`src/rtl/ps2_keys_pkg.sv`:
```
// Shared types and constants for the PS/2 key tracker.
// Parser states, prefix bytes and the default key map.
package ps2_keys_pkg;

  typedef enum logic [1:0] {
    IDLE,
    EXT,
    BRK,
    EXT_BRK
  } ps2_state_e;

  localparam logic [7:0] PS2_EXT = 8'hE0;
  localparam logic [7:0] PS2_BRK = 8'hF0;

  localparam int DEF_NUM_KEYS = 16;

  // Slot i = {ext, code} at [9i+8:9i]; slot 15 first.
  localparam logic [DEF_NUM_KEYS*9-1:0] DEF_KEY_CODES = {
    9'h04D, 9'h02D, 9'h023, 9'h01B,
    9'h01C, 9'h01D, 9'h02C, 9'h02E,
    9'h025, 9'h026, 9'h01E, 9'h016,
    9'h174, 9'h172, 9'h16B, 9'h175
  };

  function automatic int idx_w(input int n);
    return (n < 2) ? 1 : $clog2(n);
  endfunction

endpackage

```
`src/rtl/ps2_event_fifo.sv`:
```
// First-word fall-through event FIFO with occupancy
// and a sticky overflow flag for dropped pushes.
module ps2_event_fifo #(
  parameter int W     = 5,
  parameter int DEPTH = 8,
  localparam int AW   = $clog2(DEPTH),
  localparam int CW   = AW + 1
) (
  input  logic          clock,
  input  logic          resetn,
  input  logic          push,
  input  logic [W-1:0]  push_data,
  input  logic          pop,
  output logic          valid,
  output logic [W-1:0]  data,
  output logic [CW-1:0] count,
  output logic          overflow,
  input  logic          ovf_clear
);

  logic [W-1:0]  mem [DEPTH];
  logic [AW-1:0] rd_ptr;
  logic [AW-1:0] wr_ptr;
  logic [CW-1:0] cnt;
  logic          full;
  logic          pop_ok;
  logic          push_ok;
  logic          drop;

  assign full    = (cnt == CW'(DEPTH));
  assign pop_ok  = pop & (cnt != '0);
  assign push_ok = push & (~full | pop_ok);
  assign drop    = push & full & ~pop_ok;

  assign valid    = (cnt != '0);
  assign data     = valid ? mem[rd_ptr] : '0;
  assign count    = cnt;

  // Storage needs no reset; the head is masked while empty.
  always_ff @(posedge clock) begin
    if (push_ok) mem[wr_ptr] <= push_data;
  end

  // Pointers, occupancy and sticky overflow.
  always_ff @(posedge clock or negedge resetn) begin
    if (!resetn) begin
      rd_ptr   <= '0;
      wr_ptr   <= '0;
      cnt      <= '0;
      overflow <= 1'b0;
    end else begin
      if (push_ok) wr_ptr <= wr_ptr + AW'(1);
      if (pop_ok)  rd_ptr <= rd_ptr + AW'(1);
      unique case ({push_ok, pop_ok})
        2'b10:   cnt <= cnt + CW'(1);
        2'b01:   cnt <= cnt - CW'(1);
        default: cnt <= cnt;
      endcase
      if (ovf_clear) overflow <= 1'b0;
      else if (drop) overflow <= 1'b1;
    end
  end

endmodule

```
`src/rtl/ps2_key_tracker.sv`:
```
// PS/2 make/break/extended parser with per-key held
// state and a queue of key events for the processor.
module ps2_key_tracker
  import ps2_keys_pkg::*;
#(
  parameter int NUM_KEYS   = 16,
  parameter int FIFO_DEPTH = 8,
  parameter logic [NUM_KEYS*9-1:0] KEY_CODES = DEF_KEY_CODES,
  parameter bit TYPEMATIC  = 1'b0,
  localparam int IW = idx_w(NUM_KEYS),
  localparam int CW = $clog2(FIFO_DEPTH) + 1
) (
  input  logic                clock,
  input  logic                resetn,
  input  logic [7:0]          ps2_key_data,
  input  logic                ps2_key_pressed,
  output logic [NUM_KEYS-1:0] key_down,
  output logic                key_any,
  output logic                evt_valid,
  output logic [IW:0]         evt_data,
  input  logic                evt_ready,
  output logic [CW-1:0]       evt_count,
  output logic                overflow,
  input  logic                ovf_clear,
  output logic [7:0]          last_code
);

  ps2_state_e state;
  ps2_state_e state_nx;

  logic          code_vld;
  logic          code_mk;
  logic [8:0]    code;
  logic          hit;
  logic [IW-1:0] hit_idx;
  logic          evt_push;
  logic [NUM_KEYS-1:0] key_down_nx;

  // Parser state and byte-derived registers.
  always_ff @(posedge clock or negedge resetn) begin
    if (!resetn) begin
      state     <= IDLE;
      key_down  <= '0;
      last_code <= '0;
    end else begin
      state    <= state_nx;
      key_down <= key_down_nx;
      if (ps2_key_pressed) last_code <= ps2_key_data;
    end
  end

  // Next parser state and the completed code, if any.
  always_comb begin
    state_nx = state;
    code_vld = 1'b0;
    code_mk  = 1'b0;
    code     = '0;
    if (ps2_key_pressed) begin
      unique case (state)
        IDLE, EXT: begin
          unique case (1'b1)
            (ps2_key_data == PS2_EXT):
              state_nx = EXT;
            (ps2_key_data == PS2_BRK):
              state_nx = (state == EXT) ? EXT_BRK : BRK;
            default: begin
              state_nx = IDLE;
              code_vld = 1'b1;
              code_mk  = 1'b1;
              code     = {state == EXT, ps2_key_data};
            end
          endcase
        end
        BRK, EXT_BRK: begin
          state_nx = IDLE;
          code_vld = 1'b1;
          code     = {state == EXT_BRK, ps2_key_data};
        end
        default: state_nx = IDLE;
      endcase
    end
  end

  // Key lookup; scanning downwards lets the lowest slot win.
  always_comb begin
    hit     = 1'b0;
    hit_idx = '0;
    for (int i = NUM_KEYS - 1; i >= 0; i--) begin
      if (code == KEY_CODES[9*i +: 9]) begin
        hit     = 1'b1;
        hit_idx = IW'(i);
      end
    end
  end

  // Held-state update and event push decision.
  always_comb begin
    key_down_nx = key_down;
    evt_push    = 1'b0;
    if (code_vld && hit) begin
      key_down_nx[hit_idx] = code_mk;
      evt_push = ~code_mk | ~key_down[hit_idx] | TYPEMATIC;
    end
  end

  assign key_any = |key_down;

  ps2_event_fifo #(
    .W     (IW + 1),
    .DEPTH (FIFO_DEPTH)
  ) u_fifo (
    .clock     (clock),
    .resetn    (resetn),
    .push      (evt_push),
    .push_data ({code_mk, hit_idx}),
    .pop       (evt_ready),
    .valid     (evt_valid),
    .data      (evt_data),
    .count     (evt_count),
    .overflow  (overflow),
    .ovf_clear (ovf_clear)
  );

endmodule

```
`config.mk`:
```
export PLATFORM = sky130hd
export DESIGN_NAME = ps2_key_tracker
export DESIGN_NICKNAME = d
export VERILOG_FILES = /design/src/rtl/ps2_keys_pkg.sv /design/src/rtl/ps2_event_fifo.sv /design/src/rtl/ps2_key_tracker.sv
export SDC_FILE = /design/constraint.sdc
export NUM_CORES = 1
export LEC_CHECK = 0
export CORE_UTILIZATION = 56
export CTS_CLUSTER_SIZE = 25
export DETAILED_ROUTE_END_ITERATION = 12
export PLACE_DENSITY = 0.86
export SETUP_SLACK_MARGIN = 0.15
export SYNTH_ARGS = -nofsm -noshare
export SYNTH_HDL_FRONTEND = slang
export SYNTH_SLANG_ARGS = --single-unit
```
`constraint.sdc`:
```
create_clock -name clock -period 5.37 [get_ports clock]
set_input_delay 0.537 -clock clock [delete_from_list [all_inputs] [get_ports clock]]
set_output_delay 0.537 -clock clock [all_outputs]
set_load 0.1 [all_outputs]
```
==> impl_metrics.csv, run 1 <==
group,metric,value,unit
outcome,status,"completed",
critical_path,crit_type,"primary input to register",
sta,maxClockFrequency,0.214,GHz
yosys,ys_top_cells_by_area,"sky130_fd_sc_hd__edfxtp_1 29%, sky130_fd_sc_hd__dfrtp_1 23%, sky130_fd_sc_hd__mux4_2 5.5%, sky130_fd_sc_hd__mux2_2 3.3%, sky130_fd_sc_hd__nand2_1 3.2%",
power_and_ir_drop,clock_power_share,0.221,
yosys,proportion_of_synthesized_flip_flops_having_asynchronous_set_or_reset,0.481,
critical_path,path_delay_family,"compound AO/OA/AOI/OAI gates",
sta,finalClockSkew,0.0110,ns
sta,post-route-period-util,0.869,
sta,rsz_0062_raised_after_global_routing,"false",
drt,routed_via_density,6.19,
clock_tree,h-tree-depth,3,
grt,maximum_number_of_pins_on_one_net_before_global_route_repair,38,
floorplan,num_rows,30,
power_and_ir_drop,seq_power_share,0.367,
placed_design,post-dp-hpwl,6.99,mm
drt,wl_per_cell,19.2,µm
sta,relative_slew_slack,0.339,
floorplan,fp.dieArea,7670,µm²
yosys,yosysUniqueCellTypes,64,
drt,detailed_routing_iterations_pass_1,5,
clock_tree,post_cts.repair.setup_buffers,0,
floorplan,dieWidth,87.6,µm
clock_tree,tritoncts_clock_tree,"done",
clock_tree,clockRootBuffer,"sky130_fd_sc_hd__clkbuf_8",
clock_tree,cts_buffers,9,
clock_tree,post_cts_clock_slew_at_the_launch_and_capture_registers_of_the_worst_setup_and_hold_paths,0.09,ns
cells_and_area,finish.net_count,427,
yosys,synth_edf_count,40,
yosys,synth_fp_nets,370,
critical_path,cp_launch_type,"primary input",
min_path,hp-class,"primary input to asynchronous set/reset pin",
placed_design,routabilityCongestion,1.02,
grt,grt_overflow_total,0,
sta,slew_viol_final,0,
sta,min_period,4.66,ns
yosys,synth.ff_latch_count,77,
yosys,yosysTopAreaCell,"sky130_fd_sc_hd__edfxtp_1",
power_and_ir_drop,power.static_leakage,1.90,nW
clock_tree,clk_path_buf_depth,2,
critical_path,cpPeakStageDelay,0.69,ns
grt,antenna_found_initial,0,
critical_path,required_arrival_time_at_the_worst_endpoint,5.64,ns
drt,drt_iter0_markers,230,
cells_and_area,proportion_of_layout_cells_with_a_drive_suffix_above_1,0.184,
power_and_ir_drop,power_frac_comb,0.412,
yosys,synthesized_area,4100,µm²
clock_tree,clock_sinks,77,
drt,final_routed_drc_violation_total,0,
sta,total_negative_setup_slack,0,ns
critical_path,timing.critical_path.cells,"clkdlybuf4s50_1, or3b_2, a2111oi_0, a211oi_1, nand2_1, mux2_2, o211ai_2, o21ai_4, nand2_1, inv_1, ha_1, a21o_1, a21oi_1, nand2_1, o21ai_0, nand2_1, o211ai_1",
critical_path,crit_top_cell,"sky130_fd_sc_hd__nand2_1",
yosys,syn-mean-instance-area,11.6,µm²
cells_and_area,syn_to_final_growth,20.8,%
drt,vias,3157,
flow_run,cap_violations,0,
yosys,synth_sequential_area_ratio,0.519,
clock_tree,post_cts_resized,0,
placed_design,io_buffers,48,
power_and_ir_drop,peakVddDrop,147,µV
placed_design,dpl_worst_slack,0.450,ns
yosys,synthFlopType,"sky130_fd_sc_hd__edfxtp_1",
clock_tree,clock_latency,0.36,ns
critical_path,critical_path.max_fanout,17,
floorplan,initial_utilization,0.590,
grt,globalRouteTotalUtil,0.279,
power_and_ir_drop,internal_power,1.16,mW
sta,max_slew.worst_pin.slew,0.988,ns
drt,wirelength,9.79,mm
yosys,yosys_warnings,0,
critical_path,cp-end-kind,"register",
cells_and_area,n_fill_cell,493,
yosys,post_synth_inst_count,352,
grt,vias_in_the_first_global_route,3032,
power_and_ir_drop,switching_power,920,µW
critical_path,critical_path_arrival,4.94,ns
cells_and_area,postLayoutCoreUtil,0.713,
critical_path,library_cell_contributing_the_largest_single_delay_on_the_critical_path,"sky130_fd_sc_hd__clkdlybuf4s50_1",
sta,hold_viol_final,0,
drt,antenna_violating_nets_post_route,0,
power_and_ir_drop,swShare,0.442,
cells_and_area,insertedDiodeCount,0,
floorplan,die-height,87.6,µm
critical_path,timing.critical_path.buf_inv,2,
floorplan,pin_count,49,
yosys,synthDominantCellAreaShare,0.293,
grt,first_pass_grt_wire_length,15.7,mm
power_and_ir_drop,p_per_area,420,nW/µm²
floorplan,design.core.area,6940,µm²
sta,setup_viol,0,
clock_tree,cts.hold.buffers_added,0,
sta,post-route-worst-setup-slack,0.705,ns
path summary, 6_finish.rpt:
kind                                               start                     endpoint  slack, ns  cells after the start
worst min-delay path                              resetn     key_down[13]$_DFFE_PN0P_       0.31                      1
worst min register to register  last_code[7]$_DFFE_PN0P_     last_code[7]$_DFFE_PN0P_       0.51                      1
worst max-delay path                     ps2_key_data[4]  u_fifo.count[3]$_DFFE_PN0P_       0.71                     17
worst max register to register      state[0]$_DFFE_PN0P_  u_fifo.count[3]$_DFFE_PN0P_       1.12                     17
max in group asynchronous                         resetn     last_code[6]$_DFFE_PN0P_       4.51                      1
min in group clock              last_code[7]$_DFFE_PN0P_     last_code[7]$_DFFE_PN0P_       0.51                      1
worst register-to-register path, stage by stage, from the launching register on:
cell                       delay [ns]
sky130_fd_sc_hd__dfrtp_1         0.47
sky130_fd_sc_hd__or4b_4          0.55
sky130_fd_sc_hd__or4_4           0.54
sky130_fd_sc_hd__and4_4          0.20
sky130_fd_sc_hd__clkinv_4        0.09
sky130_fd_sc_hd__nand2_1         0.07
sky130_fd_sc_hd__and4_4          0.20
sky130_fd_sc_hd__or4_4           0.50
sky130_fd_sc_hd__o21ai_4         0.24
sky130_fd_sc_hd__nand2_1         0.14
sky130_fd_sc_hd__inv_1           0.11
sky130_fd_sc_hd__ha_1            0.23
sky130_fd_sc_hd__a21o_1          0.18
sky130_fd_sc_hd__a21oi_1         0.25
sky130_fd_sc_hd__nand2_1         0.08
sky130_fd_sc_hd__o21ai_0         0.14
sky130_fd_sc_hd__nand2_1         0.07
sky130_fd_sc_hd__o211ai_1        0.10
area by class of cell:
class | instances | area (µm²) | area share
Inverter | 15 | 61.3 | 0.0124
Clock inverter | 7 | 82.6 | 0.0167
Tap cell | 96 | 120 | 0.0243
Timing Repair Buffer | 65 | 603 | 0.122
Clock buffer | 9 | 124 | 0.0250
Multi-Input combinational cell | 241 | 1830 | 0.370
Sequential cell | 77 | 2130 | 0.430
registers in the layout, summed over array words and instances, names as in the netlist:
name	flops
u_fifo.count	4
u_fifo.overflow	1
state	2
u_fifo.rd_ptr	3
last_code	8
key_down	16
u_fifo.mem	40
u_fifo.wr_ptr	3
through the flow:
step	power, mW	hold slack [ns]	area [µm²]	cells
after floorplan	1.43	0.241	4100	352
after global placement	1.61	0.492	4740	494
after detailed placement	1.64	0.498	4740	494
after CTS	2.09	0.318	4950	510
after global routing	2.17	0.356	4950	510
final	2.08	0.306	4950	510
placed cells by master (no fill, tap or decap), drive strengths merged, types with 6 or more instances in the layout:
cell type,netlist,routed
a211oi,6,6
a21oi,10,10
buf,2,18
clkbuf,17,9
clkdlybuf4s50,0,47
dfrtp,37,37
edfxtp,40,40
inv,14,17
mux2,14,14
mux2i,6,6
mux4,10,10
nand2,35,35
nand2b,7,7
nand3,7,7
nor2,16,16
nor3,8,8
nor4,12,12
o21ai,23,23
o31ai,7,7
xnor2,6,6
per-layer routing:
layer / vias up / global-route usage / part of all wire
li1: 1463 / - / -
met3: 16 / 0.0745 / 0.067
met4: 0 / 0.0656 / 0.012
met5: - / 0 / 0
met1: 1544 / 0.368 / 0.41
met2: 134 / 0.464 / 0.51
logic make-up after synthesis:
| group | count (synthesis) | share of synthesized area |
|---|---|---|
| simple gates | 130 | 0.187 |
| flops | 77 | 0.519 |
| compound gates | 69 | 0.118 |
| buf+inv | 34 | 0.0342 |
| mux | 30 | 0.110 |
| xor+xnor | 7 | 0.0150 |
| fa+ha+maj | 5 | 0.0171 |
power by group through the flow:
stage,Sequential [mW],Clock (mW),Combinational [mW]
floorplan,0.891,0,0.543
global placement,0.773,0,0.842
detailed placement,0.777,0,0.859
CTS,0.765,0.466,0.862
global route,0.778,0.492,0.903
finish,0.765,0.460,0.856
cells in the mapped netlist (all sizes together) (3+ instances only):
master / instances
nor2b: 5
a211oi: 6
dfrtp: 37
a21oi: 10
o21ai: 23
o211ai: 5
mux2: 14
inv: 14
clkbuf: 17
ha: 4
nor4: 12
nand4: 4
o31ai: 7
and3b: 3
or2: 5
mux4: 10
nand2b: 7
xnor2: 6
nor3: 8
nand3: 7
mux2i: 6
nor2: 16
edfxtp: 40
a41oi: 3
nor4b: 5
nand2: 35
and3: 3
Power figures use the tool's default switching activity.
==> run 2, diff against run 1 <==
--- a/config.mk
+++ b/config.mk
@@ -8,7 +8,7 @@
 export CORE_UTILIZATION = 56
 export CTS_CLUSTER_SIZE = 25
 export DETAILED_ROUTE_END_ITERATION = 12
-export PLACE_DENSITY = 0.86
+export PLACE_DENSITY_LB_ADDON = 0.25
 export SETUP_SLACK_MARGIN = 0.15
 export SYNTH_ARGS = -nofsm -noshare
 export SYNTH_HDL_FRONTEND = slang
==> run 2 against run 1 <==
  * Worst hold slack worse by 0.0065 ns
  * Critical endpoint unchanged
  * Core utilization about the same
  * Combinational power up 0.6%
  * Non-clock buffer count up 1
  * Clock skew up 0.0030 ns
  * Sequential share of layout area about the same
  * Wire length up 1.5%
==> impl_metrics.csv, run 2 (synthesis results as in run 1) <==
group,metric,value,unit
floorplan,fp.dieArea,7670,µm²
drt,met3_wirelength,572,µm
critical_path,timing.critical_path.from,"ps2_key_data[4]",
power_and_ir_drop,peakVddDrop,217,µV
sta,post-route-period-util,0.904,
drt,wl_met1,3.94,mm
cells_and_area,final_common_cell,"sky130_fd_sc_hd__clkdlybuf4s50_1",
clock_tree,tritoncts_clock_tree,"done",
placed_design,cell_area_after_placement,4750,µm²
cells_and_area,finish.net_count,428,
drt,vias,3171,
drt,antenna_violating_nets_post_route,0,
floorplan,num_rows,30,
outcome,status,"completed",
sta,rsz_0062_raised_after_global_routing,"false",
drt,drt_iter0_markers,245,
sta,post-route-worst-setup-slack,0.516,ns
min_path,hp-class,"primary input to asynchronous set/reset pin",
sta,timing.hold.ws,0.299,ns
critical_path,worstReg2RegStart,"state[0]$_DFFE_PN0P_",
power_and_ir_drop,power.static_leakage,1.90,nW
critical_path,library_cell_contributing_the_largest_single_delay_on_the_critical_path,"sky130_fd_sc_hd__clkdlybuf4s50_1",
grt,antenna_found_initial,0,
power_and_ir_drop,report.power.total,2.07,mW
sta,finalClockSkew,0.0140,ns
drt,wirelength,9.93,mm
floorplan,design.core.area,6940,µm²
sta,hold_viol_final,0,
sta,max_slew.worst_pin.slew,0.976,ns
floorplan,dieWidth,87.6,µm
clock_tree,cts.hold.buffers_added,0,
clock_tree,clock_latency,0.36,ns
drt,wl_per_cell,19.4,µm
critical_path,cp-end-kind,"register",
grt,vias_in_the_first_global_route,3143,
placed_design,routabilityCongestion,0.909,
flow_run,cap_violations,0,
cells_and_area,n_fill_cell,518,
floorplan,die-height,87.6,µm
sta,setup_viol,0,
clock_tree,clk_path_buf_depth,2,
placed_design,dpl_worst_slack,0.265,ns
clock_tree,post_cts_resized,0,
grt,first_pass_grt_wire_length,15.9,mm
clock_tree,cts_buffers,9,
sta,relative_slew_slack,0.344,
placed_design,post-dp-hpwl,7.06,mm
sta,min_period,4.85,ns
cells_and_area,largest_register_ff_count,40,
critical_path,crit_type,"primary input to register",
drt,final_routed_drc_violation_total,0,
power_and_ir_drop,p_per_area,418,nW/µm²
drt,detailed_routing_iterations_pass_1,5,
floorplan,initial_utilization,0.590,
cells_and_area,design_area,4950,µm²
critical_path,cpPeakStageDelay,0.71,ns
cells_and_area,proportion_of_layout_cells_with_a_drive_suffix_above_1,0.183,
sta,maxClockFrequency,0.206,GHz
cells_and_area,top_register,"u_fifo.mem",
placed_design,io_buffers,48,
clock_tree,h-tree-depth,3,
critical_path,required_arrival_time_at_the_worst_endpoint,5.65,ns
sta,total_negative_setup_slack,0,ns
cells_and_area,reg.largest.list,"u_fifo.mem: 40 flops, key_down: 16 flops, last_code: 8 flops",
floorplan,pin_count,49,
grt,grt_overflow_total,0,
clock_tree,clock_sinks,77,
critical_path,critical_path_arrival,5.13,ns
drt,routed_via_density,6.21,
grt,maximum_number_of_pins_on_one_net_before_global_route_repair,38,
grt,globalRouteTotalUtil,0.284,
cells_and_area,insertedDiodeCount,0,
critical_path,critical_path.max_fanout,17,
clock_tree,clockRootBuffer,"sky130_fd_sc_hd__clkbuf_8",
critical_path,timing.critical_path.cells,"clkdlybuf4s50_1, or3b_2, a2111oi_0, a211oi_1, nand2_1, mux2_2, o211ai_2, o21ai_4, nand2_1, inv_1, ha_1, a21o_1, a21oi_1, nand2_1, o21ai_0, nand2_1, o211ai_1",
cells_and_area,syn_to_final_growth,20.7,%
critical_path,cp_launch_type,"primary input",
cells_and_area,most-common-layout-cells,"47 x sky130_fd_sc_hd__clkdlybuf4s50_1, 40 x sky130_fd_sc_hd__edfxtp_1, 37 x sky130_fd_sc_hd__dfrtp_1",
clock_tree,post_cts_clock_slew_at_the_launch_and_capture_registers_of_the_worst_setup_and_hold_paths,0.09,ns
clock_tree,post_cts.repair.setup_buffers,0,
critical_path,crit_top_cell,"sky130_fd_sc_hd__nand2_1",
drt,top_layer,"met4",
sta,slew_viol_final,0,
drt,met2_length,5.15,mm
## run 2: cell types whose count changed in the layout (fill, tap and decap cells not counted)
cell,delta
sky130_fd_sc_hd__buf_4,+1
sky130_fd_sc_hd__clkinv_1,+1
sky130_fd_sc_hd__inv_8,-1
sky130_fd_sc_hd__clkinvlp_4,-2
sky130_fd_sc_hd__inv_6,-1
sky130_fd_sc_hd__clkinv_2,+1
sky130_fd_sc_hd__clkinv_4,+2
## run 2: path summary, 6_finish.rpt
path,to,slack (ns),cells after the start
worst max-delay path,u_fifo.count[3]$_DFFE_PN0P_,0.52,17
worst min-delay path,state[0]$_DFFE_PN0P_,0.30,1
worst max register to register,u_fifo.count[3]$_DFFE_PN0P_,1.06,16
worst min register to register,last_code[6]$_DFFE_PN0P_,0.51,1
max in group asynchronous,key_down[12]$_DFFE_PN0P_,4.52,1
min in group clock,last_code[6]$_DFFE_PN0P_,0.51,1
## run 2: critical path, delay by kind of cell
family                   cells  cell delay [ns]
multiplexers                 1             0.39
buffers and inverters        2             0.78
AND/OR/NAND/NOR              5             1.21
AO/OA/AOI/OAI                8             1.94
adder cells (fa/ha/maj)      1             0.27
## run 2: final cells by class
type | count | area (µm²) | area share
Clock buffer | 9 | 124 | 0.0250
Clock inverter | 7 | 73.8 | 0.0149
Inverter | 15 | 61.3 | 0.0124
Multi-Input combinational cell | 241 | 1830 | 0.370
Sequential cell | 77 | 2130 | 0.430
Tap cell | 96 | 120 | 0.0243
Timing Repair Buffer | 66 | 611 | 0.123
## run 2: where the power goes
part	switching [mW]	leakage, nW	internal, mW
Sequential	0.102	0.851	0.662
Combinational	0.583	0.951	0.278
Clock	0.229	0.101	0.216
Total	0.914	1.90	1.16
## run 2: stage by stage
| stage | utilization | std cells |
|---|---|---|
| 2_1_floorplan | - | 352 |
| 3_3_place_gp | 0.684 | 495 |
| 3_5_place_dp | 0.684 | 495 |
| 4_1_cts | 0.713 | 511 |
| 5_1_grt | 0.713 | 511 |
| 6_report | 0.713 | 511 |
## run 2: metal layers
layer / vias to the layer above / global-route usage
met2: 135 / 0.476
li1: 1462 / -
met5: - / 0
met1: 1535 / 0.359
met4: 0 / 0.130
met3: 39 / 0.0537
==> run 3, diff against run 2 <==
--- a/config.mk
+++ b/config.mk
@@ -5,7 +5,9 @@
 export SDC_FILE = /design/constraint.sdc
 export NUM_CORES = 1
 export LEC_CHECK = 0
-export CORE_UTILIZATION = 56
+export CELL_PAD_IN_SITES_DETAIL_PLACEMENT = 0
+export CELL_PAD_IN_SITES_GLOBAL_PLACEMENT = 2
+export CORE_UTILIZATION = 37
 export CTS_CLUSTER_SIZE = 25
 export DETAILED_ROUTE_END_ITERATION = 12
 export PLACE_DENSITY_LB_ADDON = 0.25
==> run 3 against run 2 <==
  * Combinational power fell by 0.9%
  * Global-route usage fell by 8.3 points
  * Register-to-register slack improved by 0.14 ns
  * Clock power rose by 8.8%
  * Sequential power barely moved
  * Via count fell by 3.0%
  * Wire length rose by 6.1%
  * Count of clock-buffer cells in the layout did not move
  * Critical endpoint unchanged
  * Setup slack improved by 0.36 ns
  * Largest cell class unchanged
  * Maximum frequency rose by 8.0%
  * Sequential cell count did not move
==> impl_metrics.csv, run 3 (synthesis results as in run 1) <==
group,metric,value,unit
cells_and_area,reg.largest.list,"u_fifo.mem: 40 flops, key_down: 16 flops, last_code: 8 flops",
sta,maxClockFrequency,0.222,GHz
sta,finalClockSkew,0.0125,ns
min_path,hp-class,"primary input to asynchronous set/reset pin",
clock_tree,post_cts_resized,0,
clock_tree,h-tree-depth,3,
cells_and_area,n_fill_cell,1022,
drt,wirelength,10.5,mm
cells_and_area,top_register,"u_fifo.mem",
critical_path,cpPeakStageDelay,0.65,ns
drt,drt_iter0_markers,183,
cells_and_area,insertedDiodeCount,0,
clock_tree,clock_latency,0.37,ns
sta,hold_viol_final,0,
sta,max_slew.worst_pin.slew,1.10,ns
cells_and_area,seq_area,2130,µm²
placed_design,post-dp-hpwl,7.53,mm
critical_path,critical_path.max_fanout,13,
power_and_ir_drop,power.static_leakage,1.93,nW
grt,grt_overflow_total,0,
power_and_ir_drop,p_per_area,416,nW/µm²
floorplan,die-height,107,µm
sta,setup_viol,0,
grt,globalRouteTotalUtil,0.201,
placed_design,io_buffers,48,
power_and_ir_drop,internal_power,1.17,mW
critical_path,required_arrival_time_at_the_worst_endpoint,5.66,ns
grt,antenna_found_initial,0,
placed_design,placed_cells_incl_taps,542,
cells_and_area,largest_register_ff_count,40,
cells_and_area,stdcell_count,558,
cells_and_area,final_common_cell,"sky130_fd_sc_hd__clkdlybuf4s50_1",
grt,first_pass_grt_wire_length,17.1,mm
critical_path,crit_top_cell,"sky130_fd_sc_hd__nand2_1",
drt,antenna_violating_nets_post_route,0,
cells_and_area,most-common-layout-cells,"47 x sky130_fd_sc_hd__clkdlybuf4s50_1, 40 x sky130_fd_sc_hd__edfxtp_1, 37 x sky130_fd_sc_hd__dfrtp_1",
drt,wl_per_cell,18.9,µm
sta,slew_viol_final,0,
critical_path,cp_launch_type,"primary input",
flow_run,cap_violations,0,
power_and_ir_drop,swShare,0.445,
floorplan,initial_utilization,0.378,
clock_tree,post_cts_clock_slew_at_the_launch_and_capture_registers_of_the_worst_setup_and_hold_paths,0.10,ns
critical_path,critical_path_arrival,4.79,ns
sta,total_negative_setup_slack,0,ns
grt,vias_in_the_first_global_route,3101,
cells_and_area,syn_to_final_growth,23.1,%
clock_tree,clk_path_buf_depth,2,
sta,min_period,4.50,ns
critical_path,crit_type,"primary input to register",
drt,detailed_routing_iterations_pass_1,5,
placed_design,routabilityCongestion,0.818,
power_and_ir_drop,peakVddDrop,539,µV
outcome,status,"completed",
critical_path,timing.critical_path.cells,"clkdlybuf4s50_1, or3b_2, a2111oi_0, a211oi_1, nand2_1, mux2_2, o211ai_2, o21ai_4, nand2_1, inv_1, ha_1, a21o_1, a21oi_1, nand2_1, o21ai_0, nand2_1, o211ai_1",
floorplan,fp.dieArea,11500,µm²
floorplan,design.core.area,10800,µm²
critical_path,path_delay_family,"compound AO/OA/AOI/OAI gates",
sta,relative_slew_slack,0.258,
drt,routed_via_density,5.51,
grt,maximum_number_of_pins_on_one_net_before_global_route_repair,38,
cells_and_area,proportion_of_layout_cells_with_a_drive_suffix_above_1,0.191,
power_and_ir_drop,power_frac_comb,0.406,
sta,rsz_0062_raised_after_global_routing,"false",
floorplan,num_rows,38,
sta,post-route-period-util,0.837,
floorplan,pin_count,49,
sta,timing.hold.ws,0.289,ns
cells_and_area,multi_input_area,1830,µm²
critical_path,cp-end-kind,"register",
drt,vias,3075,
clock_tree,cts_buffers,9,
clock_tree,post_cts.repair.setup_buffers,0,
floorplan,dieWidth,107,µm
power_and_ir_drop,seq_power_share,0.364,
clock_tree,cts.hold.buffers_added,0,
power_and_ir_drop,clock_power_share,0.230,
power_and_ir_drop,switching_power,934,µW
clock_tree,clock_sinks,77,
drt,final_routed_drc_violation_total,0,
critical_path,library_cell_contributing_the_largest_single_delay_on_the_critical_path,"sky130_fd_sc_hd__clkdlybuf4s50_1",
clock_tree,tritoncts_clock_tree,"done",
cells_and_area,finish.net_count,431,
clock_tree,clockRootBuffer,"sky130_fd_sc_hd__clkbuf_8",
critical_path,timing.critical_path.buf_inv,2,
-- run 3: final cells by class --
| type | instances | share of cell area |
|---|---|---|
| multi-input combinational | 241 | 0.363 |
| clock buffer | 9 | 0.0245 |
| tap | 140 | 0.0347 |
| clock inverter | 7 | 0.0183 |
| timing repair buffer | 69 | 0.125 |
| inverter | 15 | 0.0121 |
| sequential | 77 | 0.422 |
-- run 3: path summary, 6_finish.rpt --
check / start / to / slack (ns) / depth (start not counted)
max in group asynchronous: resetn / u_fifo.rd_ptr[0]$_DFFE_PN0P_ / 4.48 / 1
hold / removal: resetn / key_down[12]$_DFFE_PN0P_ / 0.29 / 1
hold reg to reg: u_fifo.overflow$_DFFE_PN0P_ / u_fifo.overflow$_DFFE_PN0P_ / 0.51 / 2
setup / recovery: ps2_key_data[4] / u_fifo.count[3]$_DFFE_PN0P_ / 0.87 / 17
setup reg to reg: state[0]$_DFFE_PN0P_ / u_fifo.count[3]$_DFFE_PN0P_ / 1.20 / 17
min in group clock: u_fifo.overflow$_DFFE_PN0P_ / u_fifo.overflow$_DFFE_PN0P_ / 0.51 / 2
-- run 3: layer usage --
layer / GRT usage / up-vias / routed length, µm
met5: 0 / - / 0
met4: 0.0988 / 0 / 263
met3: 0.0309 / 18 / 411
met2: 0.324 / 79 / 5200
met1: 0.264 / 1507 / 4660
li1: - / 1471 / -
-- run 3: worst register-to-register path: stages (launching register included) --
cell and delay (ns):
sky130_fd_sc_hd__dfrtp_1 0.47, sky130_fd_sc_hd__or4b_4 0.56, sky130_fd_sc_hd__or4_4 0.54, sky130_fd_sc_hd__and4_4 0.20, sky130_fd_sc_hd__clkinv_4 0.09, sky130_fd_sc_hd__nand2_1 0.06
sky130_fd_sc_hd__and4_4 0.19, sky130_fd_sc_hd__or4_4 0.50, sky130_fd_sc_hd__o21ai_4 0.24, sky130_fd_sc_hd__nand2_1 0.12, sky130_fd_sc_hd__inv_1 0.11, sky130_fd_sc_hd__ha_1 0.22
sky130_fd_sc_hd__a21o_1 0.17, sky130_fd_sc_hd__a21oi_1 0.24, sky130_fd_sc_hd__nand2_1 0.08, sky130_fd_sc_hd__o21ai_0 0.15, sky130_fd_sc_hd__nand2_1 0.07, sky130_fd_sc_hd__o211ai_1 0.09
-- run 3: power by group through the flow --
stage | Clock, mW | Sequential (mW) | Combinational [mW]
after floorplan | 0 | 0.891 | 0.543
after global placement | 0 | 0.780 | 0.854
after detailed placement | 0 | 0.779 | 0.858
after CTS | 0.496 | 0.767 | 0.859
after global routing | 0.518 | 0.779 | 0.903
final | 0.484 | 0.764 | 0.853
-- run 3: stage by stage --
step           cell area, µm²  total power, mW  setup slack [ns]  utilization
2_1_floorplan            4100             1.43              1.25            -
3_3_place_gp             4830             1.63             0.540        0.446
3_5_place_dp             4830             1.64             0.480        0.446
4_1_cts                  5050             2.12             0.864        0.465
5_1_grt                  5050             2.20             0.403        0.465
6_report                 5050             2.10             0.874        0.465
